**src/rtl/bean_port_ctrl.sv**
```systemverilog
// bean_port_ctrl: sequencer/arbiter for port B of bean_ram.
// Shares the single write/check port between player eat requests (read-check-clear)
// and a full-grid refill, and tracks the number of beans remaining.
//
// Ports:
//   clk, rst          clock, synchronous active-high reset
//   eat_req/x/y       level eat request with player cell coordinates
//   eat_ack, eaten    eat finished pulse, bean cleared pulse
//   refill_req        request a full-grid refill (sampled in idle only)
//   refill_done       refill finished pulse
//   busy              controller not idle
//   bean_count        beans remaining
//   ram_en/we/addr/wdata, ram_rdata   bean_ram port B (read latency 1)
//
// Optional feature: define BEAN_LAST_CELL_FILTER_EN to skip the RAM check for an eat
// on the cell that last completed a check (cleared by reset and refill).
// All outputs are registered; there is no combinational path from inputs to outputs.

module bean_port_ctrl #(
  parameter int unsigned GRID_W     = 64,
  parameter int unsigned GRID_H     = 48,
  parameter int unsigned ADDR_W     = 19,
  parameter int unsigned CNT_W      = 12,
  parameter int unsigned INIT_COUNT = 0
) (
  input  logic              clk,
  input  logic              rst,
  input  logic              eat_req,
  input  logic [5:0]        eat_x,
  input  logic [5:0]        eat_y,
  output logic              eat_ack,
  output logic              eaten,
  input  logic              refill_req,
  output logic              refill_done,
  output logic              busy,
  output logic [CNT_W-1:0]  bean_count,
  output logic              ram_en,
  output logic              ram_we,
  output logic [ADDR_W-1:0] ram_addr,
  output logic              ram_wdata,
  input  logic              ram_rdata
);

  localparam int unsigned NumCells = GRID_W * GRID_H;

  typedef enum logic [2:0] {
    StIdle, StRd, StChk, StWr, StAck, StFill, StFdone
  } state_e;

  state_e            state_q, state_d;
  logic [ADDR_W-1:0] addr_q, addr_d;
  logic [ADDR_W-1:0] fill_q, fill_d;
  logic [CNT_W-1:0]  count_q, count_d;

  // Coordinates widened to 32 bits so range checks work for any grid size.
  logic [31:0]       cell_x, cell_y;
  logic              in_range;
  logic [ADDR_W-1:0] eat_addr;
  logic              filt_hit;

  assign cell_x   = 32'(eat_x);
  assign cell_y   = 32'(eat_y);
  assign in_range = (cell_x < GRID_W) && (cell_y < GRID_H);
  assign eat_addr = ADDR_W'(cell_y * GRID_W + cell_x);

`ifdef BEAN_LAST_CELL_FILTER_EN
  logic              filt_vld_q, filt_vld_d;
  logic [ADDR_W-1:0] filt_addr_q, filt_addr_d;
  assign filt_hit = filt_vld_q && (filt_addr_q == eat_addr);
`else
  assign filt_hit = 1'b0;
`endif

  always_comb begin
    state_d = state_q;
    addr_d  = addr_q;
    fill_d  = fill_q;
    count_d = count_q;
`ifdef BEAN_LAST_CELL_FILTER_EN
    filt_vld_d  = filt_vld_q;
    filt_addr_d = filt_addr_q;
`endif
    unique case (state_q)
      StIdle: begin
        // Refill wins over a simultaneous eat; a held eat is served afterwards.
        if (refill_req) begin
          state_d = StFill;
          fill_d  = '0;
`ifdef BEAN_LAST_CELL_FILTER_EN
          filt_vld_d = 1'b0;
`endif
        end else if (eat_req) begin
          if (!in_range || filt_hit) begin
            state_d = StAck;
          end else begin
            state_d = StRd;
            addr_d  = eat_addr;
          end
        end
      end
      StRd:  state_d = StChk;
      StChk: begin
        // ram_rdata holds the cell read during StRd.
        state_d = ram_rdata ? StWr : StAck;
`ifdef BEAN_LAST_CELL_FILTER_EN
        filt_vld_d  = 1'b1;
        filt_addr_d = addr_q;
`endif
      end
      StWr: begin
        state_d = StAck;
        if (count_q != '0) count_d = count_q - 1'b1;
      end
      StAck: state_d = StIdle;
      StFill: begin
        if (fill_q == ADDR_W'(NumCells - 1)) begin
          state_d = StFdone;
          count_d = CNT_W'(NumCells);
        end else begin
          fill_d = fill_q + 1'b1;
        end
      end
      StFdone: state_d = StIdle;
      default: state_d = StIdle;
    endcase
  end

  // Outputs are decoded from next-state values and registered with the state.
  always_ff @(posedge clk) begin
    if (rst) begin
      state_q     <= StIdle;
      addr_q      <= '0;
      fill_q      <= '0;
      count_q     <= CNT_W'(INIT_COUNT);
      eat_ack     <= 1'b0;
      eaten       <= 1'b0;
      refill_done <= 1'b0;
      busy        <= 1'b0;
      ram_en      <= 1'b0;
      ram_we      <= 1'b0;
      ram_addr    <= '0;
      ram_wdata   <= 1'b0;
`ifdef BEAN_LAST_CELL_FILTER_EN
      filt_vld_q  <= 1'b0;
      filt_addr_q <= '0;
`endif
    end else begin
      state_q     <= state_d;
      addr_q      <= addr_d;
      fill_q      <= fill_d;
      count_q     <= count_d;
      eat_ack     <= (state_d == StAck);
      eaten       <= (state_d == StWr);
      refill_done <= (state_d == StFdone);
      busy        <= (state_d != StIdle);
      ram_en      <= (state_d == StRd) || (state_d == StWr) || (state_d == StFill);
      ram_we      <= (state_d == StWr) || (state_d == StFill);
      ram_wdata   <= (state_d == StFill);
      if (state_d == StFill)                         ram_addr <= fill_d;
      else if (state_d == StRd || state_d == StWr)   ram_addr <= addr_d;
      else                                           ram_addr <= '0;
`ifdef BEAN_LAST_CELL_FILTER_EN
      filt_vld_q  <= filt_vld_d;
      filt_addr_q <= filt_addr_d;
`endif
    end
  end

  assign bean_count = count_q;

endmodule

```
**config.mk**
```make
export PLATFORM = sky130hd
export DESIGN_NAME = bean_port_ctrl
export DESIGN_NICKNAME = d
export VERILOG_FILES = /design/src/rtl/bean_port_ctrl.sv
export SDC_FILE = /design/constraint.sdc
export NUM_CORES = 1
export LEC_CHECK = 0
export BUFFER_PORTS_ARGS = -buffer_cell sky130_fd_sc_hd__buf_2
export CAP_MARGIN = 10
export CELL_PAD_IN_SITES_DETAIL_PLACEMENT = 1
export CELL_PAD_IN_SITES_GLOBAL_PLACEMENT = 1
export CORE_UTILIZATION = 38
export DETAILED_ROUTE_END_ITERATION = 6
export GPL_TIMING_DRIVEN = 0
export PLACE_DENSITY_LB_ADDON = 0.08
export SETUP_SLACK_MARGIN = 0.05
export SLEW_MARGIN = 10
export SYNTH_ARGS = -nofsm -noshare
export SYNTH_HDL_FRONTEND = slang
export SYNTH_SLANG_ARGS = --single-unit
```
**constraint.sdc**
```tcl
create_clock -name clk -period 2.1 [get_ports clk]
set_input_delay 0.105 -clock clk [delete_from_list [all_inputs] [get_ports clk]]
set_output_delay 0.105 -clock clk [all_outputs]
set_load 0.1 [all_outputs]
```
==> metrics.md <==
| Metric | Value |
|---|---|
| Post-cts hold buffer count | `0` |
| FF+latch count, synth | `79` |
| Die height | `95.4 um` |
| Reg2Reg Depth | `6` |
| Min Tclk post-route | `2.06 ns` |
| Design Power | `3680 uW` |
| Slew HR | `55.4%` |
| Largest net degree at the start of global routing | `16` |
| Hold path depth | `3` |
| Critical path capture point type | `flop` |
| Share of async-settable or async-resettable flops after synthesis | `0%` |
| Kind of critical path | `flop to flop` |
| Endpoints failing hold | `0` |
| First-pass GRT wire length | `15600 um` |
| Worst-Margin Slew | `0.670 ns` |
| Number of port buffers | `54` |
| CP Launch Type | `flop` |
| WL final | `10200 um` |
| Fin worst setup slack | `0.0404 ns` |
| Total track usage | `23.0%` |
| Seq/Total Area, Yosys | `47.7%` |
| Fin crit share | `98.1%` |
| GRT overflow | `0` |
| Sw Ratio | `33.1%` |
| Initial antenna violation count | `0` |
| LEAKAGE | `0.00193 uW` |
| Power Density | `816 nW/um^2` |
| Antenna Cells | `0` |
| Arr. time, crit path | `2.27 ns` |
| Layout cells sized above 1 | `36.6%` |
| Fmax | `486 MHz` |
| DP HPWL | `6760 um` |
| Comb pwr share | `22.1%` |
| Synth Cell Area | `3320 um^2` |
| Post-synth EDFFs | `0` |
| Synth Flop Type | `dfxtp_1` |
| Root buffer cell | `clkbuf_8` |
| Starting Density | `39.8%` |
| Nets | `479` |
| Setup violators final | `0` |
| Vias in the first global route | `2998` |
| Net Sw Power | `1220 uW` |
| Max-slew violation count | `0` |
| Iteration count of the initial detailed-routing pass | `4` |
| Clock transition at the registers of the reported paths | `0.09 ns` |
| Max_cap viols | `0` |
| Crit-path max FO | `4` |
| Core region area | `8340 um^2` |
| Peak supply drop | `343 uV` |
| Worst EP required | `2.31 ns` |
| Rows | `33` |
| Avg Synthesized Cell Area | `8.89 um^2` |
| Syn-to-layout area delta | `36.0%` |
| DRT iter0 DRCs | `117` |
| Wirelength per Cell | `17.8 um` |
| Hold Crit Start | `eat_y[2]` |
| Cell variety after synth | `58` |
| RSZ-0062 raised after global routing | `yes` |
| Fin area | `4510 um^2` |
| Die W | `95.4 um` |
| Setup WS pre-CTS | `-0.685 ns` |
| Internal | `2460 uW` |
| Placed inst area | `3800 um^2` |
| Htree depth | `3` |
| Sequential Power Share | `42.7%` |
| Reg-to-reg setup timing slack | `0.04 ns` |
| Clk_lat worst skew | `0.36 ns` |
| Clock Sink Count | `79` |
| RePlAce Congestion | `0.860` |
| Clock Skews | `0.0120 ns` |
| Die Area | `9100 um^2` |
| Clock Tree Buf Depth | `2` |
| Inserted Clock Buffers | `9` |
| WHS | `0.0159 ns` |
| Synthesized instance count | `373` |
| Yosys warning total | `0` |
| IO Count | `55` |
| Clock Power Share | `35.3%` |
| Critical R2R Capture | `bean_count[10]$_SDFFE_PP0P_` |
| Reg-to-Reg Start | `bean_count[3]$_SDFFE_PP0P_` |
| Vias per Instance | `5.46` |
| CTS tree | `built` |
| Syn nets | `392` |
| Routed vias | `3113` |
| Outcome | `completed` |
| Worst Hold Path EP | `addr_q[8]$_SDFF_PP0_` |
| Util after Layout | `54.1%` |
| Number of remaining DRC errors | `0` |
| ANT nets after route | `0` |
| Hold crit path type | `primary input to flop` |
==> cell usage in the layout, fill, tap and decap left out, drive strengths merged, types with 4 or more instances in the layout <==
cell type / instances
a21oi: 26
a22o: 6
a31oi: 6
and2: 7
and3: 7
buf: 84
clkbuf: 19
dfxtp: 79
inv: 10
mux2i: 10
nand2: 30
nand2b: 5
nand3: 5
nand3b: 5
nand4: 4
nor2: 56
nor2b: 6
nor3: 15
nor4: 7
o21ai: 9
o2bb2ai: 7
or3: 5
or4: 4
xnor2: 7
==> cells in the mapped netlist (3+ instances only) <==
cell type,n,area [um^2]
dfxtp_1,79,1580
nor2_1,55,206
nand2_1,30,113
a21oi_1,25,125
nor3_1,15,75.1
clkbuf_1,11,41.3
mux2i_1,10,100
and3_1,7,43.8
nor4_1,7,43.8
o2bb2ai_1,7,61.3
xnor2_1,7,61.3
a22o_1,6,52.6
a31oi_1,6,37.5
and2_1,6,37.5
buf_2,6,30.0
nor2b_1,6,37.5
o21ai_0,6,30.0
inv_1,5,18.8
nand2b_1,5,31.3
nand3_1,5,25.0
nand3b_1,5,37.5
or3_1,5,31.3
nand4_1,4,25.0
a211oi_1,3,22.5
a21o_1,3,22.5
nor3b_1,3,22.5
o32ai_1,3,26.3
xor2_1,3,26.3
==> flip-flops by register name (all words and copies together) (netlist names) <==
name / cells
busy: 1
refill_done: 1
addr_q: 19
fill_q: 19
bean_count: 12
state_q: 3
ram_en: 1
eat_ack: 1
ram_addr: 19
eaten: 1
ram_we: 1
ram_wdata: 1
==> cell type report <==
| cell class | count | area (um^2) |
|---|---|---|
| Sequential cell | 79 | 1620 |
| Clock inverter | 7 | 100 |
| Buffer | 18 | 129 |
| Fill cell | 977 | 3830 |
| Tap cell | 105 | 131 |
| Inverter | 6 | 22.5 |
| Multi-Input combinational cell | 270 | 1930 |
| Clock buffer | 9 | 124 |
| Timing Repair Buffer | 76 | 449 |
==> cell families (layout without fill, tap and decap cells) <==
group	after synthesis	after routing	share of synthesized area [%]
AOI/OAI and AO/OA	79	79	16.3
xor gates and xnor gates	10	10	2.64
adders and majority gates	2	2	0.755
buffers and inverters	24	116	2.94
DFF	79	79	47.7
muxes	11	11	3.36
and+or+nand+nor	168	168	26.3
==> metal layers <==
| layer | up-vias | global-route usage [%] | wire length, um |
|---|---|---|---|
| li1 | 1515 | - | - |
| met1 | 1501 | 30.0 | 4670 |
| met2 | 80 | 38.3 | 4900 |
| met3 | 17 | 4.23 | 418 |
| met4 | 0 | 7.84 | 189 |
| met5 | - | 0 | 0 |
==> critical path: stages (launching register included) <==
cell     delay (ns)
dfxtp_4        0.36
or4_4          0.52
or4_4          0.45
nor4b_4        0.24
nand2_1        0.10
xor2_1         0.14
a21oi_1        0.08
==> power groups by stage <==
stage	logic (uW)	clock network [uW]	registers, uW
after floorplan	289	0	1790
after global placement	655	0	1600
after detailed placement	658	0	1600
after CTS	758	1310	1570
after global routing	868	1390	1580
final	812	1300	1570
==> worst max path at each step <==
stage | end | startpoint | cells after the start | slack (ns)
2_1_floorplan | bean_count[11]$_SDFFE_PP0P_ | bean_count[4]$_SDFFE_PP0P_ | 6 | -0.03
3_3_place_gp | ram_addr[11]$_SDFF_PP0_ | fill_q[0]$_SDFF_PP0_ | 8 | -0.69
3_5_place_dp | ram_addr[11]$_SDFF_PP0_ | fill_q[0]$_SDFF_PP0_ | 8 | -0.69
4_1_cts | bean_count[10]$_SDFFE_PP0P_ | bean_count[4]$_SDFFE_PP0P_ | 6 | 0.01
5_1_grt | bean_count[11]$_SDFFE_PP0P_ | bean_count[3]$_SDFFE_PP0P_ | 6 | -0.08
6_report | bean_count[10]$_SDFFE_PP0P_ | bean_count[3]$_SDFFE_PP0P_ | 6 | 0.04
==> timing repair <==
action | CTS | global route
resized for setup | 36 | 48
endpoints found under the setup margin | 52 | 45
gates cloned | 0 | 1
setup buffers | 9 | 12
pin swaps | 9 | 11
==> stage by stage <==
step / TNS (ns) / cells
2_1_floorplan: -0.0420 / 373
3_3_place_gp: -18.62 / 532
3_5_place_dp: -18.36 / 532
4_1_cts: 0 / 557
5_1_grt: -0.168 / 570
6_report: 0 / 570
(Power assumes the default switching activity.)
